File: config.mk
export PLATFORM = sky130hd
export DESIGN_NAME = alu_seq
export DESIGN_NICKNAME = d
export VERILOG_FILES = /design/src/rtl/alu_seq.sv
export SDC_FILE = /design/constraint.sdc
export NUM_CORES = 1
export LEC_CHECK = 0
export CORE_ASPECT_RATIO = 0.6
export CORE_MARGIN = 2
export CORE_UTILIZATION = 35
export DETAILED_ROUTE_END_ITERATION = 10
export PLACE_DENSITY = 0.48
export SLEW_MARGIN = 0
export SYNTH_ARGS = -nofsm -noshare
export SYNTH_HDL_FRONTEND = slang
export SYNTH_SLANG_ARGS = --single-unit
export TNS_END_PERCENT = 5
File: constraint.sdc
create_clock -name CLK -period 12.91 [get_ports CLK]
set_input_delay 3.873 -clock CLK [delete_from_list [all_inputs] [get_ports CLK]]
set_output_delay 3.873 -clock CLK [all_outputs]
set_load 0.01 [all_outputs]
File: src/rtl/alu_seq.sv
// alu_seq: sequential ALU with single-cycle ops and W-step iterative multiply / restoring divide.
// Define ALU_SEQ_DIV_EN to build the divider (ops DIV=3, REM=11); otherwise those opcodes are no-ops.
//   state  | meaning
//   S_IDLE | waiting for START, DONE pulses here for one cycle after completion
//   S_EXEC | operation captured; iterating while cnt_q != 0, completing when it reaches 0
module alu_seq #(
  parameter int W = 16
) (
  input  logic         CLK,
  input  logic         RST,
  input  logic         START,
  input  logic [3:0]   OP,
  input  logic [W-1:0] A,
  input  logic [W-1:0] B,
  output logic         BUSY,
  output logic         DONE,
  output logic [W-1:0] RESULT,
  output logic         ZFLAG,
  output logic         NFLAG,
  output logic         CFLAG,
  output logic         VFLAG,
  output logic         DZFLAG
);

  localparam int CW = $clog2(W + 1);
  localparam logic [CW-1:0] CNT_W   = CW'(W);
  localparam logic [CW-1:0] CNT_ONE = CW'(1);

  localparam logic [3:0] OP_ADD  = 4'd0;
  localparam logic [3:0] OP_SUB  = 4'd1;
  localparam logic [3:0] OP_MUL  = 4'd2;
  localparam logic [3:0] OP_AND  = 4'd4;
  localparam logic [3:0] OP_OR   = 4'd5;
  localparam logic [3:0] OP_NOTB = 4'd6;
  localparam logic [3:0] OP_PASS = 4'd7;
  localparam logic [3:0] OP_SHL  = 4'd8;
  localparam logic [3:0] OP_SHR  = 4'd9;
  localparam logic [3:0] OP_ASR  = 4'd10;
`ifdef ALU_SEQ_DIV_EN
  localparam logic [3:0] OP_DIV  = 4'd3;
  localparam logic [3:0] OP_REM  = 4'd11;
  localparam logic [W-1:0] MIN_NEG = {1'b1, {(W-1){1'b0}}};
`endif

  typedef enum logic {S_IDLE = 1'b0, S_EXEC = 1'b1} state_t;

  state_t         state_q, state_d;
  logic [3:0]     op_q, op_d;
  logic [W-1:0]   a_q, a_d, b_q, b_d;
  logic [CW-1:0]  cnt_q, cnt_d;
  logic [2*W-1:0] prod_q, prod_d, mcand_q, mcand_d;
  logic [W-1:0]   mplier_q, mplier_d;
  logic           done_q, done_d;
  logic [W-1:0]   result_q, result_d;
  logic           z_q, z_d, n_q, n_d, c_q, c_d, v_q, v_d, dz_q, dz_d;

  logic [W:0]     sum_w, diff_w, prod_hi_w;
  logic [W-1:0]   r_w;
  logic           c_w, v_w, dz_w, upd_w;

  assign sum_w     = {1'b0, a_q} + {1'b0, b_q};
  assign diff_w    = {1'b0, a_q} - {1'b0, b_q};
  assign prod_hi_w = prod_q[2*W-1:W-1];

`ifdef ALU_SEQ_DIV_EN
  logic [W-1:0] rem_q, rem_d, quo_q, quo_d, dvsr_q, dvsr_d;
  logic [W:0]   trial_w;
  // quo_q doubles as the dividend shifter: its MSB feeds the partial remainder each step
  assign trial_w = {rem_q, quo_q[W-1]} - {1'b0, dvsr_q};
`endif

  always_comb begin : alu_eval
    r_w   = '0;
    c_w   = 1'b0;
    v_w   = 1'b0;
    dz_w  = 1'b0;
    upd_w = 1'b1;
    case (op_q)
      OP_ADD: begin
        r_w = sum_w[W-1:0];
        c_w = sum_w[W];
        v_w = (a_q[W-1] == b_q[W-1]) && (sum_w[W-1] != a_q[W-1]);
      end
      OP_SUB: begin
        r_w = diff_w[W-1:0];
        c_w = diff_w[W];
        v_w = (a_q[W-1] != b_q[W-1]) && (diff_w[W-1] != a_q[W-1]);
      end
      OP_AND:  r_w = a_q & b_q;
      OP_OR:   r_w = a_q | b_q;
      OP_NOTB: r_w = ~b_q;
      OP_PASS: r_w = b_q;
      OP_SHL: begin
        r_w = {a_q[W-2:0], 1'b0};
        c_w = a_q[W-1];
      end
      OP_SHR: begin
        r_w = {1'b0, a_q[W-1:1]};
        c_w = a_q[0];
      end
      OP_ASR: begin
        r_w = {a_q[W-1], a_q[W-1:1]};
        c_w = a_q[0];
      end
      OP_MUL: begin
        r_w = prod_q[W-1:0];
        v_w = !((&prod_hi_w) || !(|prod_hi_w));
      end
`ifdef ALU_SEQ_DIV_EN
      OP_DIV: begin
        if (b_q == '0) dz_w = 1'b1;
        else begin
          r_w = (a_q[W-1] ^ b_q[W-1]) ? -quo_q : quo_q;
          v_w = (a_q == MIN_NEG) && (&b_q);
        end
      end
      OP_REM: begin
        if (b_q == '0) dz_w = 1'b1;
        else           r_w = a_q[W-1] ? -rem_q : rem_q;
      end
`endif
      default: upd_w = 1'b0;
    endcase
  end

  always_comb begin : fsm_next
    state_d  = state_q;
    op_d     = op_q;
    a_d      = a_q;
    b_d      = b_q;
    cnt_d    = cnt_q;
    prod_d   = prod_q;
    mcand_d  = mcand_q;
    mplier_d = mplier_q;
    done_d   = 1'b0;
    result_d = result_q;
    z_d      = z_q;
    n_d      = n_q;
    c_d      = c_q;
    v_d      = v_q;
    dz_d     = dz_q;
`ifdef ALU_SEQ_DIV_EN
    rem_d    = rem_q;
    quo_d    = quo_q;
    dvsr_d   = dvsr_q;
`endif
    case (state_q)
      S_IDLE: begin
        if (START) begin
          state_d  = S_EXEC;
          op_d     = OP;
          a_d      = A;
          b_d      = B;
          prod_d   = '0;
          mcand_d  = {{W{A[W-1]}}, A};
          mplier_d = B;
          cnt_d    = (OP == OP_MUL) ? CNT_W : '0;
`ifdef ALU_SEQ_DIV_EN
          rem_d    = '0;
          quo_d    = A[W-1] ? -A : A;
          dvsr_d   = B[W-1] ? -B : B;
          if (((OP == OP_DIV) || (OP == OP_REM)) && (B != '0)) cnt_d = CNT_W;
`endif
        end
      end
      S_EXEC: begin
        if (cnt_q != '0) begin
          cnt_d = cnt_q - 1'b1;
          if (op_q == OP_MUL) begin
            // the multiplier MSB carries negative weight, so the final partial product is subtracted
            if (mplier_q[0]) prod_d = prod_q + ((cnt_q == CNT_ONE) ? -mcand_q : mcand_q);
            mcand_d  = {mcand_q[2*W-2:0], 1'b0};
            mplier_d = {1'b0, mplier_q[W-1:1]};
          end
`ifdef ALU_SEQ_DIV_EN
          else begin
            rem_d = trial_w[W] ? {rem_q[W-2:0], quo_q[W-1]} : trial_w[W-1:0];
            quo_d = {quo_q[W-2:0], ~trial_w[W]};
          end
`endif
        end else begin
          state_d = S_IDLE;
          done_d  = 1'b1;
          if (upd_w) begin
            result_d = r_w;
            z_d      = (r_w == '0) && !dz_w;
            n_d      = r_w[W-1];
            c_d      = c_w;
            v_d      = v_w;
            dz_d     = dz_w;
          end
        end
      end
      default: state_d = S_IDLE;
    endcase
  end

  always_ff @(posedge CLK or posedge RST) begin
    if (RST) begin
      state_q  <= S_IDLE;
      op_q     <= '0;
      a_q      <= '0;
      b_q      <= '0;
      cnt_q    <= '0;
      prod_q   <= '0;
      mcand_q  <= '0;
      mplier_q <= '0;
      done_q   <= 1'b0;
      result_q <= '0;
      z_q      <= 1'b0;
      n_q      <= 1'b0;
      c_q      <= 1'b0;
      v_q      <= 1'b0;
      dz_q     <= 1'b0;
`ifdef ALU_SEQ_DIV_EN
      rem_q    <= '0;
      quo_q    <= '0;
      dvsr_q   <= '0;
`endif
    end else begin
      state_q  <= state_d;
      op_q     <= op_d;
      a_q      <= a_d;
      b_q      <= b_d;
      cnt_q    <= cnt_d;
      prod_q   <= prod_d;
      mcand_q  <= mcand_d;
      mplier_q <= mplier_d;
      done_q   <= done_d;
      result_q <= result_d;
      z_q      <= z_d;
      n_q      <= n_d;
      c_q      <= c_d;
      v_q      <= v_d;
      dz_q     <= dz_d;
`ifdef ALU_SEQ_DIV_EN
      rem_q    <= rem_d;
      quo_q    <= quo_d;
      dvsr_q   <= dvsr_d;
`endif
    end
  end

  assign BUSY   = (state_q == S_EXEC);
  assign DONE   = done_q;
  assign RESULT = result_q;
  assign ZFLAG  = z_q;
  assign NFLAG  = n_q;
  assign CFLAG  = c_q;
  assign VFLAG  = v_q;
  assign DZFLAG = dz_q;

endmodule

# Yosys cells after proc, flatten, opt, wreduce, memory -nomap -nowiden
# Cells that the tools add are included.
# word_totals
input_bits	39
wordCells	87
reg_bits	143
output_inout_bits	23
# op_classes
n_mux	27
reduce_logical	17
n_addsub	5
n_eq_ne	19
bitwise	5
# ops
cell	n
$mux W32	8
$pmux W16 S10	1
$pmux W32 S2	2
$mux W16	3
$add A32 B32 Y32	1
$neg A32 Y32	1
$pmux W16 S2	1
$add A16 B16 Y17	1
$reduce_and A17 Y1	1
$reduce_or A17 Y1	1
$sub A16 B16 Y17	1
$and A16 B16 Y16	1
$eq A4 B3 Y1 const B	4
$logic_not A16 Y1	1
$not A16 Y16	1
$or A16 B16 Y16	1
$mux W5	3
$eq A4 B4 Y1 const B	3
$pmux W5 S2	1
$reduce_or A10 Y1	1
$eq A4 B2 Y1 const B	2
$ne A2 B1 Y1 const B	3
$reduce_and A3 Y1	2
$eq A5 B1 Y1 const B	1
other kinds (18)	28

# Depth between registers and ports, before layout
# depth
depth_word	7
mapped_depth	20

# Worst setup path before layout
# Ideal clock, no wire load.
# synth_timing
kind	input port to flip-flop
from	input port START
to	register prod_q[2]
stages	9
arrival_time_ps	5439
slack_ps	7361
path_cell_list	o21ai_1 -> inv_1 -> o21ai_1 -> clkbuf_1 -> a21o_1 -> clkbuf_1 -> buf_2 -> nand2_1 -> o41ai_1
# synth_between
elab_chain_cells	2
# synth_rtl
element	line	text
start: declaration	11	input logic START,
$ne A2 B2 Y1 (no line)	-	
$reduce_and A4 Y1 (no line)	-	
end signal: assignment	226	prod_q <= prod_d;
end: declaration	51	logic [2*W-1:0] prod_q, prod_d, mcand_q, mcand_d;
# Every way passes these cells.
# A chain may end at the register's enable or synchronous reset.

# Final worst setup path
# layout_timing
from	input port START
to	register prod_q[28]
# The elaborated chain is that of the path after synthesis.

==> results <==
- The class of the tightest hold or removal check is reg2reg.
- The average via count per standard cell is 5.64.
- The startpoint of the lowest-slack hold path is mplier_q[15]$_DFFE_PP0P_.
- Setup violations remaining at the end of the flow were counted as 0.
- In this run, synthesis inferred 0 flip-flops with an integrated enable.
- The net count after synthesis is 1468.
- The number of max-cap violations is 0.
- The type of the worst setup path is in2reg.
- The reg2reg setup slack is 7.73 ns.
- The die covers 0.0332 mm^2.
- The data arrival time of the worst path is 7.06 ns.
- The tree is rooted in a sky130_fd_sc_hd__clkbuf_16.
- The first detailed-routing pass took 7 iterations.
- The final count of pins violating max slew came to 0.
- The congestion estimate from routability-driven global placement came to 0.916.
- Overall power consumption after layout is estimated at 0.00372 W.
- The via count of the first global-routing pass is 9231.
- Counting the buffers created by CTS gives 17.
- The worst-skew pair later-pin latency is 0.46 ns.
- In the post-synthesis netlist, the biggest area contributors are sky130_fd_sc_hd__dfrtp_1 32%, sky130_fd_sc_hd__ha_1 10%, sky130_fd_sc_hd__o21ai_0 7.2%.
- The clock passes through at most 2 buffers.
- Relative to the synthesized area, the layout overhead comes to 14.4%.
- After global routing the overflow that remains totals 0.
- The number of hold buffers added after CTS was 0.
- Once the floorplan was initialized, standard cells occupied 35.6% of the core.
- For this run, the leading register cell type out of synthesis is sky130_fd_sc_hd__dfrtp_1.
- The global-route wire length before repair is 58300 um.
- The startpoint of the lowest-slack register-to-register path is mcand_q[0]$_DFFE_PP0P_.
- The hold path depth is 2.
- The share of the clock period used by the worst path is 51.7%.
- The clock tree skew after final layout is 0.0169 ns.
- Synthesis produced 1333 cells.
- Measured in cells, the most critical reg-to-reg path has a length of 16.
- The fraction of synthesized cell area taken by the top area cell type is 32.0%.
- The largest area contributor in the synthesized netlist is sky130_fd_sc_hd__dfrtp_1.
- The power density over cell area is 293 mW/mm^2.
- The row count is 50.
- The area of the mapped netlist is 0.0111 mm^2.
- The capturing element type of the critical path is a flip-flop.
- The average detailed-routed wire length per instance is 21.1 um.
- Once the clock tree was built, the resizer swapped 0 gates to a different size.
- The die boundary height is 142 um.
- For this design the static power due to leakage is 5.69 nW.
- The number of antenna violations at the first check in global routing is 1.
- The count of buffers inserted at the top-level ports is 60.
- The required time at the worst-slack endpoint is 13.29 ns.
- In this run the horizontal extent of the chip is 234 um.
- The fraction of registers with async set/reset is 100%.
- The overall routing resource usage is 23.5%.
- The number of routed nets with antenna violations is 0.
- The sum of negative setup slack is 0 ns.
- In this run the critical register-to-register path is captured at prod_q[31]$_DFFE_PP0P_.
- The post-CTS repair timing setup buffer count is 0.
- The Yosys step of the flow raised 0 warnings.
- The clock tree synthesis step divided the H-tree into 4 levels.
- The CTS tree is built.
- The run finished with clean final reports.
- The number of DRC markers after the initial detailed-route iteration is 974.
- Setup repair after global routing left no endpoint under its margin.
- The via count is 10100.
- Cells with a size suffix above 1 make up 6.28% of the layout.
- The CTS sink count is 142.
- The count of final hold-check violations is 0.
- The clock transition at the register clock pins on the worst setup and hold paths after CTS is 0.06 ns.
- For hold timing, the worst endpoint is mplier_q[15]$_DFFE_PP0P_.
- The fill cell instance count of the final layout is 3197.
- The number of top-level pins is 62.
- In the routed design, unresolved DRC markers number 0.
- STA classifies the critical path startpoint as a primary input.
- The minimum clock period is 6.68 ns.
- The post-synthesis register bit count is 142.
- Across the VDD grid, the largest voltage drop is 123 uV.
- The transition time at the pin with the least slew margin is 1.11 ns.
- Across all hold checks on the routed design, the worst slack comes to 0.473 ns.
- The part of the Yosys area used for sequential elements is 32.0%.
- The peak fanout along the critical path is 96.
- The timing-limited maximum frequency is 0.150 GHz.
- In this run the tightest slew margin relative to its limit is 25.4%.
- The final core area utilization is 40.7%.
- The post-detailed-routing wire length is 37800 um.
- Summed over all nets, the half-perimeter wirelength after detailed placement is 28500 um.
- The final net count is 1494.
- Entering global routing, the biggest net connects 97 pins.
- The average cell area after synthesis is 8.32 um^2.
- The number of library cell types mapped by synthesis is 89.
- The area of the core is 0.0312 mm^2.
-- area by class of cell --
| cell class | instances | area, um^2 | share of cell area (%) |
|---|---|---|---|
| antenna | 2 | 5.00 | 0.0394 |
| timing repair buffer | 79 | 743 | 5.86 |
| inverter | 72 | 275 | 2.17 |
| clock inverter | 13 | 165 | 1.30 |
| multi-input combinational | 1047 | 7000 | 55.2 |
| sequential | 142 | 3550 | 28.0 |
| tap | 416 | 520 | 4.10 |
| clock buffer | 17 | 425 | 3.35 |
-- cells in the final DEF, fill, tap and decap left out, types with 12 or more instances in the layout --
cell	count
sky130_fd_sc_hd__a211oi_1	15
sky130_fd_sc_hd__a21o_1	15
sky130_fd_sc_hd__a21oi_1	102
sky130_fd_sc_hd__a22oi_1	12
sky130_fd_sc_hd__buf_4	19
sky130_fd_sc_hd__clkbuf_16	17
sky130_fd_sc_hd__clkdlybuf4s50_1	60
sky130_fd_sc_hd__dfrtp_1	141
sky130_fd_sc_hd__ha_1	93
sky130_fd_sc_hd__inv_1	68
sky130_fd_sc_hd__mux2_2	12
sky130_fd_sc_hd__mux2i_1	43
sky130_fd_sc_hd__nand2_1	163
sky130_fd_sc_hd__nand2b_1	17
sky130_fd_sc_hd__nand3_1	17
sky130_fd_sc_hd__nand4_1	12
sky130_fd_sc_hd__nor2_1	80
sky130_fd_sc_hd__nor2b_1	14
sky130_fd_sc_hd__nor3_1	27
sky130_fd_sc_hd__o21ai_0	159
sky130_fd_sc_hd__xnor2_1	30
sky130_fd_sc_hd__xor2_1	28
-- through the flow --
| stage | setup WS [ns] | instances | instance area (um^2) |
|---|---|---|---|
| 5_1_grt | 6.04 | 1786 | 12700 |
| 2_1_floorplan | 5.23 | 1333 | 11100 |
| 6_report | 6.23 | 1788 | 12700 |
| 3_3_place_gp | 5.90 | 1756 | 12100 |
| 3_5_place_dp | 5.77 | 1756 | 12100 |
| 4_1_cts | 6.25 | 1786 | 12700 |
-- metal layers --
metal	GRT usage, %	up-vias	part of all wire, %
met5	0	-	0
met4	4.46	0	0.78
met3	6.53	17	8.8
met2	27.5	359	35
met1	39.9	4859	55
li1	-	4858	-
-- registers in the layout (all words and copies together), names as in the netlist --
signal	flops
cnt_q	5
op_q	4
RESULT	16
CFLAG	1
VFLAG	1
BUSY	1
mplier_q	16
prod_q	32
b_q	16
mcand_q	32
DONE	1
a_q	16
ZFLAG	1
-- critical path: stages --
cell                              delay [ns]
sky130_fd_sc_hd__clkdlybuf4s50_1        0.49
sky130_fd_sc_hd__o21ai_1                0.15
sky130_fd_sc_hd__inv_1                  0.23
sky130_fd_sc_hd__o21ai_4                0.07
sky130_fd_sc_hd__buf_4                  0.40
sky130_fd_sc_hd__a21oi_1                0.44
sky130_fd_sc_hd__nand2_1                0.59
sky130_fd_sc_hd__or4_1                  0.70
sky130_fd_sc_hd__nand3_1                0.09
-- power by group --
part	leakage, nW	switching, W	internal (W)
clock	0.290	0.000223	0.000303
sequential	1.80	0.000230	0.000631
combinational	3.60	0.00143	0.000910
-- synth_stat cells, drive strengths merged (10+ instances only) --
cell and n:
nand4 12, a21oi 102, xor2 28, nor4 11, clkbuf 49, nor2 80
nor3 29, nor2b 15, nand2b 17, o21ai 172, dfrtp 142, xnor2 30
mux2 12, buf 23, o21a 10, nand3 17, inv 72, a221oi 10
a211oi 15, o31ai 10, nand2 163, ha 93, a21o 15, o21bai 10
mux2i 43, a22oi 12
-- worst max-delay path by stage --
stage                     start                endpoint  depth (start not counted)
after floorplan             RST          BUSY$_DFF_PP0_                          1
after global placement    START  prod_q[28]$_DFFE_PP0P_                          9
after detailed placement  START  prod_q[28]$_DFFE_PP0P_                          9
after CTS                 START  prod_q[28]$_DFFE_PP0P_                          9
after global routing      START  prod_q[28]$_DFFE_PP0P_                          9
final                     START  prod_q[28]$_DFFE_PP0P_                          9
-- cell families after synthesis --
family                     count (synthesis)  share of synthesized area [%]
DFF                                      142                           32.0
buffers and inverters                    144                           5.22
xor gates and xnor gates                  58                           4.58
AOI/OAI and AO/OA                        446                           25.3
and+or+nand+nor                          391                           16.7
adders and majority gates                 96                           11.0
muxes                                     55                           5.10
other                                      1                         0.0338
(Power assumes the default switching activity.)
